--- src/rtl/keypad_scanner_pkg.sv ---
// Shared definitions for the keypad scanner and the operand-entry decoder.
// FSM encodings, idle/reset patterns and the key code mapping.
package keypad_scanner_pkg;

    typedef enum logic [1:0] {
        ST_SCAN     = 2'd0,
        ST_DEBOUNCE = 2'd1,
        ST_ACCEPT   = 2'd2,
        ST_HOLD     = 2'd3
    } kp_state_e;

    localparam logic [3:0] ROWS_IDLE = 4'hF;
    localparam logic [3:0] COL_RESET = 4'b1110;

    // Lowest-index active-low row; caller guarantees at least one is low.
    function automatic logic [1:0] low_row(input logic [3:0] rows);
        logic [1:0] r;
        r = 2'd3;
        if (!rows[2]) r = 2'd2;
        if (!rows[1]) r = 2'd1;
        if (!rows[0]) r = 2'd0;
        return r;
    endfunction

    // Key code as seen by the operand-entry decoder.
    function automatic logic [3:0] key_map(input logic [1:0] row,
                                           input logic [1:0] col);
        return {row, col};
    endfunction

    // Active-low one-cold column drive, rotated from the reset pattern.
    function automatic logic [3:0] col_drive(input logic [1:0] col);
        logic [7:0] w;
        w = {COL_RESET, COL_RESET} << col;
        return w[7:4];
    endfunction

endpackage

--- src/rtl/keypad_scanner_sync2.sv ---
// Two-flop synchronizer for asynchronous keypad rows.
// Resets to all ones so an idle (pulled-up) keypad is seen at reset.
module sync2 #(
    parameter int W = 4
) (
    input  logic         clk,
    input  logic         rst_n,
    input  logic [W-1:0] d,
    output logic [W-1:0] q
);

    logic [W-1:0] meta_q;
    logic [W-1:0] sync_q;

    // Two-stage capture of the raw inputs.
    always_ff @(posedge clk or negedge rst_n) begin
        if (!rst_n) begin
            meta_q <= '1;
            sync_q <= '1;
        end else begin
            meta_q <= d;
            sync_q <= meta_q;
        end
    end

    assign q = sync_q;

endmodule

--- src/rtl/keypad_scanner.sv ---
// 4x4 matrix keypad scanner with debounce and a valid/ready key register.
// Column slots are paced by a clken-gated divider; one key code per press.
module keypad_scanner
    import keypad_scanner_pkg::*;
#(
    parameter int SCAN_DIV       = 1000,
    parameter int DEBOUNCE_SCANS = 8
) (
    input  logic       clkin,
    input  logic       rst,
    input  logic       clken,
    input  logic [3:0] row_in,
    output logic [3:0] col_out,
    output logic [3:0] key_code,
    output logic       key_valid,
    input  logic       key_ready,
    output logic       key_pressed,
    output logic       overflow
);

    localparam int DIV_W = (SCAN_DIV > 1) ? $clog2(SCAN_DIV) : 1;
    localparam int CNT_W = $clog2(DEBOUNCE_SCANS + 1);
    localparam logic [DIV_W-1:0] DIV_MAX = DIV_W'(SCAN_DIV - 1);
    localparam logic [CNT_W-1:0] CNT_MAX = CNT_W'(DEBOUNCE_SCANS);
    localparam logic [CNT_W-1:0] CNT_ONE = CNT_W'(1);

    logic [3:0]       rows_s;
    logic [DIV_W-1:0] div_q, div_d;
    kp_state_e        state_q, state_d;
    logic [1:0]       col_q, col_d;
    logic [1:0]       row_q, row_d;
    logic [CNT_W-1:0] cnt_q, cnt_d;
    logic [3:0]       code_q, code_d;
    logic             valid_q, valid_d;
    logic             pressed_q, pressed_d;
    logic             ovf_q, ovf_d;
    logic             tick;
    logic             xfer;
    logic             idle;
    logic [CNT_W-1:0] cnt_inc;

    sync2 #(.W(4)) u_sync (
        .clk   (clkin),
        .rst_n (rst),
        .d     (row_in),
        .q     (rows_s)
    );

    assign tick    = clken && (div_q == DIV_MAX);
    assign xfer    = valid_q && key_ready;
    assign idle    = (rows_s == ROWS_IDLE);
    assign cnt_inc = cnt_q + CNT_ONE;

    // Column slot divider, frozen while clken is low.
    always_comb begin
        div_d = div_q;
        if (clken) div_d = tick ? '0 : div_q + 1'b1;
    end

    // Scan/debounce FSM next state plus key register updates.
    always_comb begin
        state_d   = state_q;
        col_d     = col_q;
        row_d     = row_q;
        cnt_d     = cnt_q;
        code_d    = code_q;
        valid_d   = valid_q;
        pressed_d = pressed_q;
        ovf_d     = ovf_q;
        if (xfer) valid_d = 1'b0;
        unique case (state_q)
            ST_SCAN: begin
                if (tick) begin
                    if (idle) begin
                        col_d = col_q + 2'd1;
                    end else begin
                        row_d   = low_row(rows_s);
                        cnt_d   = CNT_ONE;
                        state_d = (CNT_ONE == CNT_MAX) ? ST_ACCEPT
                                                       : ST_DEBOUNCE;
                    end
                end
            end
            ST_DEBOUNCE: begin
                if (tick) begin
                    if (!idle && low_row(rows_s) == row_q) begin
                        cnt_d = cnt_inc;
                        if (cnt_inc == CNT_MAX) state_d = ST_ACCEPT;
                    end else begin
                        cnt_d   = '0;
                        col_d   = col_q + 2'd1;
                        state_d = ST_SCAN;
                    end
                end
            end
            ST_ACCEPT: begin
                if (clken) begin
                    pressed_d = 1'b1;
                    cnt_d     = '0;
                    state_d   = ST_HOLD;
                    if (valid_q && !xfer) begin
                        ovf_d = 1'b1;
                    end else begin
                        code_d  = key_map(row_q, col_q);
                        valid_d = 1'b1;
                    end
                end
            end
            ST_HOLD: begin
                if (tick) begin
                    if (idle) begin
                        cnt_d = cnt_inc;
                        if (cnt_inc == CNT_MAX) begin
                            pressed_d = 1'b0;
                            cnt_d     = '0;
                            col_d     = col_q + 2'd1;
                            state_d   = ST_SCAN;
                        end
                    end else begin
                        cnt_d = '0;
                    end
                end
            end
            default: state_d = ST_SCAN;
        endcase
    end

    // State and output registers.
    always_ff @(posedge clkin or negedge rst) begin
        if (!rst) begin
            div_q     <= '0;
            state_q   <= ST_SCAN;
            col_q     <= 2'd0;
            row_q     <= 2'd0;
            cnt_q     <= '0;
            code_q    <= 4'h0;
            valid_q   <= 1'b0;
            pressed_q <= 1'b0;
            ovf_q     <= 1'b0;
        end else begin
            div_q     <= div_d;
            state_q   <= state_d;
            col_q     <= col_d;
            row_q     <= row_d;
            cnt_q     <= cnt_d;
            code_q    <= code_d;
            valid_q   <= valid_d;
            pressed_q <= pressed_d;
            ovf_q     <= ovf_d;
        end
    end

    assign col_out     = col_drive(col_q);
    assign key_code    = code_q;
    assign key_valid   = valid_q;
    assign key_pressed = pressed_q;
    assign overflow    = ovf_q;

endmodule

--- config.mk ---
export PLATFORM = sky130hd
export DESIGN_NAME = keypad_scanner
export DESIGN_NICKNAME = d
export VERILOG_FILES = /design/src/rtl/keypad_scanner_pkg.sv /design/src/rtl/keypad_scanner_sync2.sv /design/src/rtl/keypad_scanner.sv
export SDC_FILE = /design/constraint.sdc
export NUM_CORES = 1
export LEC_CHECK = 0
export CAP_MARGIN = 20
export CORE_ASPECT_RATIO = 1.5
export CORE_MARGIN = 2
export CORE_UTILIZATION = 49
export DETAILED_ROUTE_END_ITERATION = 8
export PLACE_DENSITY = 0.71
export SYNTH_ARGS = -nofsm -noshare
export SYNTH_HDL_FRONTEND = slang
export SYNTH_SLANG_ARGS = --single-unit
--- constraint.sdc ---
create_clock -name clkin -period 3.3 [get_ports clkin]
set_input_delay 0.495 -clock clkin [delete_from_list [all_inputs] [get_ports clkin]]
set_output_delay 0.495 -clock clkin [all_outputs]
set_load 0.01 [all_outputs]
==> flow_summary_export.csv <==
group,metric,value,unit
cells_and_area,final_common_cell,"dfrtp_1",
synthesis,syn_nets,176,
clock_tree,cts.repair.resized,0,
critical_path,worst-setup-path-type,"in2reg",
synthesis,synth_area_leader_cell,"dfrtp_1",
drt,wl,3.226,mm
synthesis,synth.top_cell.area_share,0.3879,
clock_tree,cts.sinks,35,
drt,routed-via-count,1289,
floorplan,boundaryPins,19,
job,max-cap-violations,0,
grt,grt_pass1_wl,5.499,mm
grt,grt_pass1_vias,1298,
critical_path,worst_setup_path_end_kind,"flip-flop",
clock_tree,cts_buffers,5,
power,power_frac_seq,0.475,
drt,viasPerCell,5.704,
power,switching_power,0.0002708,W
floorplan,initial_core_util,0.5099,
floorplan,die-width,52.68,µm
power,total_power,0.001106,W
power,p_int,0.0008357,W
clock_tree,clk_pin_slew,0.07,ns
clock_tree,cts_buffer_depth,2,
floorplan,die_y,77.02,µm
critical_path,cp-start-kind,"input port",
power,power.density,527.3,mW/mm²
synthesis,synth_edf_count,0,
drt,wl_per_cell,14.27,µm
sta,setup_viol,0,
critical_path,worstPathRequired,3.48,ns
sta,period_minus_slack,2.164,ns
cells_and_area,mostFrequentLayoutCells,"dfrtp_1 (27), clkdlybuf4s50_1 (18), nand2_1 (17)",
min_path,min_to,"u_sync.q[3]$_DFF_PN1_",
synthesis,netlist_instances,161,
drt,firstDrtPassIters,4,
sta,rsz0062_at_grt,"false",
floorplan,rows,26,
grt,antenna_found_initial,0,
sta,relSlewSlack,0.6371,
synthesis,syn_area_per_cell,10.82,µm²
power,p_clk_frac,0.416,
placed_design,port-buffer-count,18,
sta,clock_skew,0.005162,ns
sta,fin_tns_setup,0,ns
clock_tree,cts_tree,"built",
cells_and_area,drive_gt1_frac,0.1630,
drt,ant_nets,0,
min_path,hold_start,"u_sync.meta_q[3]$_DFF_PN1_",
critical_path,worstSetupStartpoint,"clken",
drt,drt_iter0_drc,28,
sta,finalCritPeriodShare,0.6558,
synthesis,synthArstFlopShare,1.000,
sta,finalHoldViolCount,0,
critical_path,worstPathArrival,2.34,ns
drt,drc_errors,0,
placed_design,place.detailed.hpwl,2.397,mm
synthesis,synth.top_cells.by_area,"dfrtp_1 (39%), dfstp_2 (12%), ha_1 (5.0%)",
critical_path,worstPathMaxFanout,13,
placed_design,place.gp.congestion,0.8305,
sta,drv_slew,0,
sta,max_freq,462.1,MHz
floorplan,dieArea,0.004057,mm²
clock_tree,clock_tree.root_cell,"clkbuf_8",
clock_tree,cts_hold_buf,0,
power,leakage,0.9212,nW
critical_path,r2r-start,"div_q[0]$_DFFE_PN0P_",
power,p_sw_frac,0.2447,
floorplan,core_area,0.003416,mm²
cells_and_area,antennaDiodeCount,0,
synthesis,synth_seq_area_share,0.5086,
clock_tree,post-cts-setup-buffers,0,
critical_path,r2r_cells,6,
clock_tree,clk_latency,0.29,ns
min_path,hold_path_depth,0,
synthesis,yosysWarnings,0,
synthesis,synth_seq_cells,35,
min_path,min_path_type,"reg2reg",
grt,overflow,0,
sta,worst_pin_slew,0.5393,ns
clock_tree,h-tree-depth,2,
synthesis,ys.flop_type,"dfrtp_1",
outcome,outcome,"finished, final reports clean",
cells_and_area,syn2layout_area_growth,20.47,%
grt,grt_start_max_net_pins,36,
cells_and_area,fin_nets,198,
synthesis,synth_area,0.001742,mm²
critical_path,r2r_setup_slack,1.20,ns
grt,track_usage,0.1865,
power,power_frac_comb,0.109,
power,ir_drop,531.0,µV
synthesis,synth.distinct_cells,43,
[metrics by stage]
step | cells | instance area (µm²) | hold slack, ns | utilization | worst slack (ns)
floorplan | 161 | 1742 | 0.1994 | - | 1.426
finish | 226 | 2098 | 0.3566 | 0.6143 | 1.136
global route | 226 | 2098 | 0.3613 | 0.6143 | 0.9567
detailed placement | 218 | 1962 | 0.3475 | 0.5744 | 0.8353
global placement | 218 | 1962 | 0.3463 | 0.5744 | 0.9018
CTS | 226 | 2098 | 0.3583 | 0.6143 | 1.139
[layer usage]
layer,global-route usage,part of all wire,up-vias
met3,0.05253,0.047,9
met4,0.09231,0.025,0
li1,-,-,617
met1,0.1839,0.36,628
met2,0.3363,0.56,35
met5,0,0,-
[cell families after synthesis]
logic type               after synthesis  synth area share
AND/OR/NAND/NOR                       55            0.1832
flip-flops                            35            0.5086
AO/OA/AOI/OAI                         33            0.1329
buffers and inverters                 15           0.03520
XOR/XNOR                               9           0.04526
multiplexers                           7           0.04454
adder cells (fa/ha/maj)                7           0.05029
[worst max-delay path, stage by stage]
cell	delay, ns
clkdlybuf4s50_1	0.60
nand2_1	0.20
nor3_4	0.50
nand2_1	0.21
o31ai_1	0.23
o31ai_1	0.10
[flip-flops by register name, summed over array words and instances (netlist names), 2 cells and up, named ones only]
name           cells
cnt_q              4
row_q              2
div_q             10
u_sync.q           4
key_code           4
col_q              2
u_sync.meta_q      4
[cell usage after synthesis, types with 3 or more instances]
cell type / n
o31ai_1: 6
xor2_1: 5
a31oi_1: 5
nand2b_1: 3
nand4_1: 3
o21ai_0: 6
inv_1: 11
nand2_1: 17
nand3_1: 6
nor2_1: 8
dfrtp_1: 27
mux2_2: 5
dfstp_2: 8
ha_1: 7
and3_1: 4
a21oi_1: 5
xnor2_1: 4
[layout make-up]
cell class                 instances  area [µm²]
clock buffer                       5       68.82
clock inverter                     3       67.56
fill                             278        1318
inverter                          11       41.29
multi-input combinational        111       794.5
sequential                        35       885.9
tap                               42       52.55
timing repair buffer              19       187.7
[power by group through the flow]
stage,sequential [W],clock (W),combinational [W]
2_1_floorplan,0.000520,0,0.0000857
3_3_place_gp,0.000529,0,0.000114
3_5_place_dp,0.000532,0,0.000123
4_1_cts,0.000525,0.000469,0.000123
5_1_grt,0.000533,0.000485,0.000138
6_report,0.000526,0.000460,0.000121
[worst max path at each step]
stage	slack [ns]	endpoint	depth (start not counted)
global placement	0.90	col_q[1]$_DFFE_PN0P_	5
detailed placement	0.84	col_q[1]$_DFFE_PN0P_	5
CTS	1.14	col_q[1]$_DFFE_PN0P_	5
floorplan	1.43	col_q[1]$_DFFE_PN0P_	5
finish	1.14	flip-flop	6
global route	0.96	key_pressed$_DFFE_PN0P_	6
Power figures use the tool's default switching activity.
